--- src/rtl/case_conv_arbiter.sv ---
// Round-robin front end for a shared combinational case-conversion datapath:
// registers the winning byte onto conv_x, waits a settle time, captures conv_y.
//
// state  | meaning
// IDLE   | waiting for a requester; readys driven combinationally
// SETTLE | conv_x held, counting down until conv_y is trusted
// OUT    | converted byte presented downstream until out_ready
module case_conv_arbiter #(
  parameter int SETTLE_CYCLES = 2,
  parameter int CNT_W         = 16
) (
  input  logic             clk,
  input  logic             rst_n,
  input  logic             req0_valid,
  input  logic [7:0]       req0_data,
  output logic             req0_ready,
  input  logic             req1_valid,
  input  logic [7:0]       req1_data,
  output logic             req1_ready,
  output logic [7:0]       conv_x,
  input  logic [7:0]       conv_y,
  output logic             out_valid,
  output logic [7:0]       out_data,
  output logic             out_src,
  input  logic             out_ready,
  output logic             busy,
  output logic [CNT_W-1:0] xfer_count,
  output logic [CNT_W-1:0] mod_count
);

  typedef enum logic [1:0] {IDLE, SETTLE, OUT} state_t;

  localparam logic [3:0]       CNT_INIT = 4'(SETTLE_CYCLES - 1);
  localparam logic [CNT_W-1:0] CNT_ONE  = CNT_W'(1);

  state_t     state, state_nxt;
  logic [3:0] cnt;
  logic [7:0] orig;
  logic       last_grant;
  logic       grant0, grant1;
  logic [7:0] sel_data;

  // Requester 0 wins a tie whenever requester 1 was served last, and vice versa.
  always_comb begin
    grant0 = 1'b0;
    grant1 = 1'b0;
    if (state == IDLE) begin
      if (req0_valid && (!req1_valid || last_grant))
        grant0 = 1'b1;
      else if (req1_valid && (!req0_valid || !last_grant))
        grant1 = 1'b1;
    end
  end

  assign req0_ready = grant0;
  assign req1_ready = grant1;
  assign sel_data   = grant0 ? req0_data : req1_data;
  assign busy       = (state != IDLE);

  always_comb begin
    state_nxt = state;
    case (state)
      IDLE:    if (grant0 || grant1) state_nxt = SETTLE;
      SETTLE:  if (cnt == 4'd0)      state_nxt = OUT;
      OUT:     if (out_ready)        state_nxt = IDLE;
      default: state_nxt = IDLE;
    endcase
  end

  always_ff @(posedge clk or negedge rst_n) begin
    if (!rst_n) begin
      state      <= IDLE;
      conv_x     <= 8'd0;
      orig       <= 8'd0;
      out_data   <= 8'd0;
      out_valid  <= 1'b0;
      out_src    <= 1'b0;
      last_grant <= 1'b1;
      cnt        <= 4'd0;
      xfer_count <= '0;
      mod_count  <= '0;
    end else begin
      state <= state_nxt;
      case (state)
        IDLE: begin
          if (grant0 || grant1) begin
            conv_x     <= sel_data;
            orig       <= sel_data;
            out_src    <= grant1;
            last_grant <= grant1;
            cnt        <= CNT_INIT;
          end
        end
        SETTLE: begin
          if (cnt == 4'd0) begin
            out_data  <= conv_y;
            out_valid <= 1'b1;
          end else begin
            cnt <= cnt - 4'd1;
          end
        end
        OUT: begin
          if (out_ready) begin
            out_valid <= 1'b0;
            if (xfer_count != '1) xfer_count <= xfer_count + CNT_ONE;
            if ((out_data != orig) && (mod_count != '1)) mod_count <= mod_count + CNT_ONE;
          end
        end
        default: ;
      endcase
    end
  end

endmodule

--- config.mk ---
export PLATFORM = sky130hd
export DESIGN_NAME = case_conv_arbiter
export DESIGN_NICKNAME = d
export VERILOG_FILES = /design/src/rtl/case_conv_arbiter.sv
export SDC_FILE = /design/constraint.sdc
export NUM_CORES = 1
export LEC_CHECK = 0
export ABC_AREA = 1
export CAP_MARGIN = 25
export CELL_PAD_IN_SITES_DETAIL_PLACEMENT = 0
export CELL_PAD_IN_SITES_GLOBAL_PLACEMENT = 1
export CORE_MARGIN = 4
export CORE_UTILIZATION = 43
export CTS_BUF_LIST = sky130_fd_sc_hd__clkbuf_4
export CTS_CLUSTER_DIAMETER = 40
export CTS_CLUSTER_SIZE = 24
export DETAILED_ROUTE_END_ITERATION = 12
export DONT_BUFFER_PORTS = 1
export PLACE_DENSITY = 0.79
export RECOVER_POWER = 25
export SETUP_SLACK_MARGIN = 0.15
export SYNTH_ARGS = -nofsm -noshare
export SYNTH_HDL_FRONTEND = slang
export SYNTH_SLANG_ARGS = --single-unit
--- constraint.sdc ---
create_clock -name clk -period 1.79 [get_ports clk]
set_clock_uncertainty 0.15 [all_clocks]
set_input_delay 0.4475 -clock clk [delete_from_list [all_inputs] [get_ports clk]]
set_output_delay 0.4475 -clock clk [all_outputs]
set_load 0.005 [all_outputs]
==> results of run 1 <==
-- logic make-up after synthesis --
kind of cell             Yosys count
AO/OA/AOI/OAI                     35
buffers and inverters             62
XOR/XNOR                          23
AND/OR/NAND/NOR                  260
adder cells (fa/ha/maj)            4
flip-flops                        57
-- Yosys cell counts, types with 3 or more instances --
master	instances	area share [%]
a21oi_1	9	1.4
clkbuf_1	3	0.34
dfrtp_1	56	42
ha_1	4	1.5
inv_1	52	5.9
nand2_1	158	18
nand3_1	23	3.5
nand3_2	3	0.90
nand4_1	16	3.0
nor2_1	38	4.3
o211ai_1	8	1.8
o21ai_0	14	2.1
or2_2	8	1.5
xnor2_1	15	4.0
xor2_1	8	2.1
-- registers in the layout (all words and copies together) (netlist names) --
signal,count
cnt,4
last_grant,1
mod_count,16
orig,8
out_data,8
out_src,1
out_valid,1
state,2
xfer_count,16
-- critical path, delay by kind of cell (launching register included) --
family / cells / cell delay [ps]
DFF: 1 / 570
AOI/OAI and AO/OA: 1 / 130
buffers and inverters: 1 / 130
and+or+nand+nor: 1 / 60
-- power groups by stage --
stage	clock network (mW)	registers, mW	logic (mW)
finish	0.916	2.00	1.84
global route	1.00	2.06	2.11
CTS	0.952	1.99	1.77
detailed placement	0	2.02	1.68
global placement	0	2.01	1.64
floorplan	0	1.97	1.24
-- cell type report --
type	instances	share of cell area [%]
clock buffers	11	1.99
clock inverters	5	1.12
inverters	53	5.04
multi-input cells	323	43.3
flip-flops and latches	57	34.6
well taps	99	2.99
repair buffers	46	11.0
-- cell usage in the layout (no fill, tap or decap), drive strengths merged --
master and n:
o21a 1, clkbuf 14, a21oi 10, buf 42
nor3 3, dfstp 1, nand2 160, dfrtp 56
nand4 18, ha 4, nand3b 2, inv 53
dlygate4sd3 1, o31ai 1, o21ai 14, or2 8
xor2 8, and2 2, o22ai 1, clkinv 4
bufinv 1, nor2 41, xnor2 15, nand3 27
o211ai 8
-- through the flow --
stage	setup TNS (ps)	instance area, sq um	hold slack, ps
3_5_place_dp	0	3700	3.61
3_3_place_gp	0	3700	3.88
2_1_floorplan	0	3390	1.91
4_1_cts	-217	3910	-445
6_report	-158	4150	-415
5_1_grt	-1050	4150	-450
-- worst min-delay path by stage --
stage          depth (start not counted)  startpoint                  end  slack (ps)
2_1_floorplan                          0       rst_n   cnt[0]$_DFFE_PN0P_           2
3_3_place_gp                           0       rst_n  out_src$_DFFE_PN0P_           4
3_5_place_dp                           0       rst_n  out_src$_DFFE_PN0P_           4
4_1_cts                                0       rst_n  out_src$_DFFE_PN0P_        -450
5_1_grt                                0       rst_n  out_src$_DFFE_PN0P_        -450
6_report                               0       rst_n  out_src$_DFFE_PN0P_        -420
-- metal layers --
metal / track usage (%) / vias to the layer above
met4: 6.87 / 0
met1: 23.7 / 1407
li1: - / 1503
met3: 5.39 / 13
met2: 32.3 / 57
met5: 0 / -
-- timing repair --
item                                   CTS  global route
gates resized for setup                  7            37
cloned                                   2             4
buffers inserted                         5             6
endpoints found under the hold margin   58            57
pin swaps                                2            32
setup endpoints to repair               30            46
==> key figures, run 1 <==
Outcome
  • Outcome: finished with violations
  • Failing checks: negative hold slack, negative setup slack

Logic synthesis
  • Largest family of logic cells by synthesized area: simple AND/OR/NAND/NOR gates
  • Mapped Nets: 474
  • Predominant post-synthesis flop cell: dfrtp_1
  • Proportion of synthesized area in mux cells: 0%
  • Post-Syn Area: 3320 sq um
  • Compound-Gate Fraction of Synth Area: 6.40%
  • Async set-reset flop share out of synthesis: 100%
  • EDFF count, synth: 0
  • Yosys warning count: 0
  • Cell variety after synth: 35
  • Seq/Total Area, Yosys: 43.0%
  • XOR/XNOR Fraction of Synth Area: 6.06%
  • Gate Count Post-Synth: 441
  • Synth Area in Adders: 1.51%
  • Post-synthesis simple-gate area fraction: 35.3%
  • #FFs+latches synth: 57
  • Synth Area per Inst: 7.53 sq um

Pwr
  • Sw Ratio: 40.0%
  • Seq pwr share: 42.0%
  • Gate power share: 38.7%
  • VDD IR max: 0.685 mV
  • Pwr dens: 1150 nW/um^2
  • Internal cell power: 2.85 mW
  • Clock power share: 19.2%
  • Total Power: 4.76 mW
  • Sw power: 1.91 mW
  • Leakage power: 2.10 nW

GRT
  • Initial antenna violation count: 0
  • Gr ovfl total: 0
  • Vias in the first global route: 2847
  • First-pass GRT wire length: 13700 um
  • Largest net degree at the start of global routing: 58
  • Total GRT Usage: 19.3%

Clocking
  • Root Driver: clkbuf_4
  • TritonCTS clock tree: built
  • Cts hold-fix bufs: 1
  • Clock Path Buffers: 2
  • Clock transition at the registers of the reported paths: 100 ps
  • CTS Buf Count: 9
  • Clock sinks: 57
  • H-tree levels: 3
  • Worst-Skew Late Latency: 390 ps

Setup path
  • CP max stage delay: 570 ps
  • Critical path type: reg2out
  • R2R setup slack: 10 ps
  • Critical path required time: 1190 ps
  • Setup crit end: req0_ready
  • CP cell instances: nand2_4 -> a21oi_4 -> buf_6
  • Startpoint Class: flop
  • Reg-to-Reg Start: last_grant$_DFFE_PN1P_
  • Slowest stage cell, crit path: dfstp_2
  • Crit. End Element: output pin
  • Crit path from: last_grant$_DFFE_PN1P_
  • Crit path DAT: 1280 ps
  • Reg2reg end: orig[6]$_DFFE_PN0P_
  • R2R depth: 7
  • Worst-path maximum fanout: 5

Drt
  • DR top layer: met4
  • Antenna-violating nets left: 0
  • Vias per cell: 5.02
  • DRT met1 WL: 3730 um
  • Drt first pass iters: 5
  • WL/cell: 14.4 um
  • Drt first-iter violations: 90
  • Total number of vias: 2980
  • # DRC: 0
  • WL final: 8540 um
  • Met3 wire len: 480 um
  • WL met2: 4190 um

Die
  • Total core area: 7370 sq um
  • Number of top-level pins: 82
  • Die Width: 95.9 um
  • Initial Util: 45.1%
  • Die area: 9200 sq um
  • Row cnt: 31
  • Chip height: 95.9 um

STA
  • RSZ-0062 raised after global routing: yes
  • Min Tclk post-route: 1870 ps
  • Final hold violations: 57
  • Slew Limit Fails: 0
  • Fin crit share: 105%
  • Worst Tran Pin Value: 329 ps
  • Rel. slew slack: 78.1%
  • Hold_ws: -415 ps
  • Maximum clock frequency: 534 MHz
  • Final setup fails: 2
  • Setup ws final: -82.8 ps

Place
  • Post-DP HPWL: 5910 um
  • I/O Buffers: 0
  • Setup WS pre-CTS: 82.5 ps
  • Placed cells: 560
  • GPL Wtd Cong: 0.822

Finish
  • Share of cells above drive strength 1: 23.0%
  • Area grow syn2layout: 24.8%
  • # fillers: 719
  • Final instance count without filler cells: 594
  • Multi-input gate area: 1790 sq um
  • Final Core Density: 56.2%
  • Register area: 1430 sq um
  • Fin nets: 523
  • # diodes: 0

Worst hold path
  • Hold WC Path Type: in2async

Job
  • Max Cap Viol: 0
Power figures use the tool's default switching activity.
==> run 2, diff against run 1 <==
--- a/config.mk
+++ b/config.mk
@@ -9,7 +9,7 @@
 export CAP_MARGIN = 25
 export CELL_PAD_IN_SITES_DETAIL_PLACEMENT = 0
 export CELL_PAD_IN_SITES_GLOBAL_PLACEMENT = 1
-export CORE_MARGIN = 4
+export CORE_MARGIN = 1
 export CORE_UTILIZATION = 43
 export CTS_BUF_LIST = sky130_fd_sc_hd__clkbuf_4
 export CTS_CLUSTER_DIAMETER = 40
@@ -19,6 +19,7 @@
 export PLACE_DENSITY = 0.79
 export RECOVER_POWER = 25
 export SETUP_SLACK_MARGIN = 0.15
+export SKIP_LAST_GASP = 1
 export SYNTH_ARGS = -nofsm -noshare
 export SYNTH_HDL_FRONTEND = slang
 export SYNTH_SLANG_ARGS = --single-unit
==> run 2 against run 1 <==
The run still ends with negative hold slack, negative setup slack left. Register-to-register slack barely moved. Largest cell class unchanged. Clock power rose by 4.6%. Worst hold slack got worse by 19 ps. Die area fell by 12%. First-iteration DRC count rose by 26%. Setup slack got worse by 53 ps. Global-route usage rose by 1.6 points. Largest power group is now combinational logic.
==> key figures, run 2 (synthesized netlist as in run 1, its figures left out) <==
Outcome
  • Outcome: finished with violations
  • Failing checks: negative hold slack, negative setup slack

Die
  • Total core area: 7370 sq um
  • Chip height: 89.9 um
  • Die area: 8080 sq um
  • Row cnt: 31
  • Number of top-level pins: 82
  • Die Width: 89.9 um
  • Initial Util: 45.1%

STA
  • Hold_ws: -435 ps
  • RSZ-0062 raised after global routing: yes
  • Setup ws final: -136 ps
  • Worst Tran Pin Value: 268 ps
  • Min Tclk post-route: 1930 ps
  • Maximum clock frequency: 519 MHz
  • Final hold violations: 57
  • Final setup fails: 2
  • Slew Limit Fails: 0
  • Rel. slew slack: 82.1%
  • Fin crit share: 108%

Setup path
  • R2R setup slack: 10 ps
  • Worst-path maximum fanout: 5
  • WP depth: 4
  • CP cell instances: nor2_2 -> inv_2 -> a21oi_4 -> buf_6
  • Reg2reg end: orig[2]$_DFFE_PN0P_
  • Crit path DAT: 1330 ps
  • Slowest stage cell, crit path: dfrtp_1
  • Crit. End Element: output pin
  • Critical path type: reg2out
  • Crit path from: state[0]$_DFFE_PN0P_
  • Critical path required time: 1190 ps
  • CP max stage delay: 400 ps
  • Cell family with most CP delay: flip-flops
  • R2R depth: 9
  • Setup crit end: req0_ready
  • Reg-to-Reg Start: state[0]$_DFFE_PN0P_
  • Buf+Inv Stages, Crit Path: 2
  • Startpoint Class: flop

GRT
  • Total GRT Usage: 20.9%
  • Initial antenna violation count: 0
  • Largest net degree at the start of global routing: 58
  • Gr ovfl total: 0
  • Vias in the first global route: 2830
  • First-pass GRT wire length: 13400 um

Finish
  • Final Core Density: 58.6%
  • Biggest regs: mod_count: 16 flops, xfer_count: 16 flops
  • Share of cells above drive strength 1: 28.7%
  • # diodes: 0
  • Most common cell after layout, fill and taps aside: nand2_1
  • Commonest cells after routing, fill and taps aside: nand2_1, dfrtp_1, buf_4
  • # fillers: 682
  • Area grow syn2layout: 30.0%
  • Fin nets: 537
  • Final instance count without filler cells: 608

Clocking
  • Clock Path Buffers: 2
  • Worst-Skew Late Latency: 410 ps
  • H-tree levels: 3
  • Root Driver: clkbuf_4
  • Clock transition at the registers of the reported paths: 100 ps
  • CTS Buf Count: 9
  • Clock sinks: 57
  • Cts hold-fix bufs: 1
  • TritonCTS clock tree: built

Place
  • Post-DP HPWL: 5570 um
  • I/O Buffers: 0
  • Placed cells: 560
  • GPL Wtd Cong: 0.771

Drt
  • Antenna-violating nets left: 0
  • Vias per cell: 5.04
  • WL final: 8530 um
  • WL/cell: 14.0 um
  • Drt first-iter violations: 113
  • Total number of vias: 3067
  • Drt first pass iters: 4
  • # DRC: 0

Pwr
  • VDD IR max: 0.678 mV
  • Sw power: 2.14 mW
  • Sw Ratio: 40.3%
  • Leakage power: 2.20 nW
  • Seq pwr share: 38.0%
  • Clock power share: 18.0%
  • Gate power share: 44.0%
  • Internal cell power: 3.17 mW
  • Pwr dens: 1230 nW/um^2

Job
  • Max Cap Viol: 0

Worst hold path
  • Hold WC Path Type: in2async
## run 2: cell count changes in the layout (fill, tap and decap cells not counted), moves of 3 or more
cell,delta
o21ai_0,-8
nand2_1,-4
buf_4,+9
o21ai_1,+7
inv_2,+7
clkinv_1,-3
buf_6,+5
inv_1,-8
## run 2: final cells by class
type	count	area, sq um	area share, %
multi-input cells	324	1860	43.2
clock buffers	12	90.1	2.09
inverters	53	211	4.90
well taps	99	124	2.87
clock inverters	4	45.0	1.04
repair buffers	59	552	12.8
flip-flops and latches	57	1430	33.2
## run 2: repair_timing
item                                    CTS  global route
endpoints found under the setup margin   35            50
buffers inserted                          6            20
pin swaps                                 7            26
endpoints found under the hold margin    58            57
cloned                                    2             3
gates resized for setup                  11            70
## run 2: layer usage
metal  track usage, %  part of all wire, %  up-vias
met5                0                    0        -
li1                 -                    -     1536
met4             10.2                  2.1        0
met1             26.8                   46     1445
met2             32.7                   46       70
met3             5.67                  5.4       16
## run 2: power groups by stage
stage,Sequential (mW),Clock (mW),Combinational (mW)
2_1_floorplan,1.97,0,1.24
3_3_place_gp,2.01,0,1.63
3_5_place_dp,2.02,0,1.68
4_1_cts,1.99,0.981,1.81
5_1_grt,2.07,1.03,2.64
6_report,2.01,0.958,2.34
## run 2: worst min-delay path by stage
stage          depth (start not counted)                  endpoint   from  slack, ps
2_1_floorplan                          0        cnt[0]$_DFFE_PN0P_  rst_n          2
3_3_place_gp                           0       out_src$_DFFE_PN0P_  rst_n          4
3_5_place_dp                           0        cnt[0]$_DFFE_PN0P_  rst_n          3
4_1_cts                                0  mod_count[1]$_DFFE_PN0P_  rst_n       -460
5_1_grt                                0  mod_count[1]$_DFFE_PN0P_  rst_n       -470
6_report                               0       out_src$_DFFE_PN0P_  rst_n       -430
## run 2: per-stage QoR
stage	setup TNS (ps)	worst slack [ps]	power, mW	instance area, sq um
after global placement	0	92.6	3.64	3690
final	-226	-136	5.31	4320
after CTS	-212	-114	4.78	3940
after detailed placement	0	67.8	3.70	3690
after global routing	-738	-201	5.75	4320
after floorplan	0	153	3.22	3390
==> run 3, diff against run 2 <==
--- a/config.mk
+++ b/config.mk
@@ -11,7 +11,7 @@
 export CELL_PAD_IN_SITES_GLOBAL_PLACEMENT = 1
 export CORE_MARGIN = 1
 export CORE_UTILIZATION = 43
-export CTS_BUF_LIST = sky130_fd_sc_hd__clkbuf_4
+export CTS_BUF_LIST = sky130_fd_sc_hd__clkbuf_4 sky130_fd_sc_hd__clkbuf_8
 export CTS_CLUSTER_DIAMETER = 40
 export CTS_CLUSTER_SIZE = 24
 export DETAILED_ROUTE_END_ITERATION = 12
==> constraint.sdc (replaced) <==
create_clock -name clk -period 1.79 [get_ports clk]
set_clock_uncertainty 0.15 [all_clocks]
set_input_delay 0.4475 -clock clk [delete_from_list [all_inputs] [get_ports clk]]
set_output_delay 0.4475 -clock clk [all_outputs]
set_load 0.1 [all_outputs]
==> run 3 against run 2 <==
The run still ends with negative hold slack, negative setup slack left. Core utilization rose by 14 points. Non-clock buffer count rose by 37. Sequential share of layout area fell by 3.9 points. Global-route usage rose by 2.9 points. Combinational power rose by 130%. Routed wire length rose by 9.5%. First-iteration DRC count rose by 13%. Clock power rose by 45%. Final area rose by 23%. Die area did not move. Maximum frequency fell by 0.46%. Total power rose by 70%. Critical path type unchanged. Largest cell class unchanged. Largest power group unchanged. Highest routed layer unchanged.
==> key figures, run 3 (synthesized netlist as in run 1, its figures left out) <==
Outcome
  • Outcome: finished with violations
  • Failing checks: negative hold slack, negative setup slack

Drt
  • Drt first-iter violations: 128
  • WL final: 9340 um
  • Drt first pass iters: 4
  • WL/cell: 14.5 um
  • Antenna-violating nets left: 0
  • Total number of vias: 3258
  • # DRC: 0
  • Vias per cell: 5.04

Die
  • Number of top-level pins: 82
  • Initial Util: 45.1%
  • Die area: 8080 sq um
  • Chip height: 89.9 um
  • Die Width: 89.9 um
  • Row cnt: 31
  • Total core area: 7370 sq um

Setup path
  • Critical path required time: 1190 ps
  • Critical path type: reg2out
  • Crit path from: state[0]$_DFFE_PN0P_
  • Crit. End Element: output pin
  • Startpoint Class: flop
  • Crit path DAT: 1340 ps
  • R2R setup slack: -50 ps
  • Slowest stage cell, crit path: dfrtp_1
  • CP cell instances: nor2_4 -> inv_2 -> a21oi_4 -> buf_12
  • Worst-path maximum fanout: 5
  • CP max stage delay: 410 ps
  • Reg2reg end: orig[5]$_DFFE_PN0P_
  • R2R depth: 9
  • Reg-to-Reg Start: state[0]$_DFFE_PN0P_

GRT
  • Initial antenna violation count: 0
  • Total GRT Usage: 23.8%
  • First-pass GRT wire length: 15400 um
  • Gr ovfl total: 0
  • Largest net degree at the start of global routing: 58
  • Vias in the first global route: 3221

STA
  • Final hold violations: 57
  • RSZ-0062 raised after global routing: yes
  • Hold_ws: -352 ps
  • Worst Tran Pin Value: 327 ps
  • Setup ws final: -144 ps
  • Rel. slew slack: 78.2%
  • Min Tclk post-route: 1930 ps
  • TNS Setup: -516 ps
  • Final setup fails: 11
  • Fin crit share: 108%
  • Slew Limit Fails: 0
  • Maximum clock frequency: 517 MHz

Finish
  • Area grow syn2layout: 60.1%
  • Multi-input gate area: 1950 sq um
  • Most common cell after layout, fill and taps aside: nand2_1
  • Register area: 1560 sq um
  • # fillers: 557
  • # diodes: 0
  • Share of cells above drive strength 1: 42.2%
  • Commonest cells after routing, fill and taps aside: nand2_1, inv_1, buf_6
  • Fin nets: 575
  • Final Core Density: 72.2%
  • Biggest regs: mod_count: 16 flops, xfer_count: 16 flops
  • Final instance count without filler cells: 646

Clocking
  • Clock Path Buffers: 2
  • CTS Buf Count: 9
  • H-tree levels: 3
  • TritonCTS clock tree: built
  • Root Driver: clkbuf_8
  • Clock sinks: 57
  • Worst-Skew Late Latency: 340 ps
  • Clock transition at the registers of the reported paths: 70 ps

Pwr
  • VDD IR max: 1.22 mV
  • Pwr dens: 1690 nW/um^2
  • Total Power: 9.00 mW
  • Leakage power: 2.48 nW

Place
  • Post-DP HPWL: 5650 um
  • I/O Buffers: 0
  • GPL Wtd Cong: 0.856
  • Placed cells: 594

Worst hold path
  • Hold WC Path Type: in2async

Job
  • Max Cap Viol: 0
run 3: metrics by stage:
step | cell area [sq um] | setup slack (ps)
5_1_grt | 5320 | -204
6_report | 5320 | -144
2_1_floorplan | 3520 | -783
3_3_place_gp | 4080 | 85.5
3_5_place_dp | 4080 | 61.8
4_1_cts | 4920 | -150
run 3: where the power goes:
part	internal (mW)	switching (mW)
clock network	0.854	0.533
logic	1.83	3.61
registers	1.80	0.373
total	4.48	4.52
run 3: worst max path at each step:
| stage | endpoint | slack (ps) | depth (start not counted) |
|---|---|---|---|
| after floorplan | orig[0]$_DFFE_PN0P_ | -780 | 7 |
| after global placement | orig[4]$_DFFE_PN0P_ | 90 | 6 |
| after detailed placement | orig[3]$_DFFE_PN0P_ | 60 | 6 |
| after CTS | req0_ready | -150 | 4 |
| after global routing | req0_ready | -200 | 3 |
| final | req0_ready | -140 | 4 |
run 3: final cells by class:
class                           instances  area share, %
Clock buffer                           11           2.85
Sequential cell                        57           29.2
Inverter                               53           4.12
Tap cell                               99           2.33
Multi-Input combinational cell        325           36.7
Timing Repair Buffer                   96           23.3
Clock inverter                          5           1.46
run 3: routing by layer:
layer / GRT usage (%) / up-vias / wire (um)
met5: 0 / - / 0
met4: 8.06 / 0 / 111
met3: 6.18 / 10 / 469
met2: 40.0 / 82 / 4760
met1: 29.9 / 1565 / 4000
li1: - / 1601 / -
run 3: critical path, delay by kind of cell (launching register included):
kind / cells / cell delay [ps]
compound gates: 1 / 150
simple gates: 1 / 160
flops: 1 / 410
buf+inv: 2 / 270
run 3: repair_timing:
item,4_1_cts,5_1_grt
cloned,5,1
pin swaps,23,42
endpoints found under the hold margin,57,57
setup endpoints to repair,83,74
buffers inserted,22,9
gates resized for setup,89,92
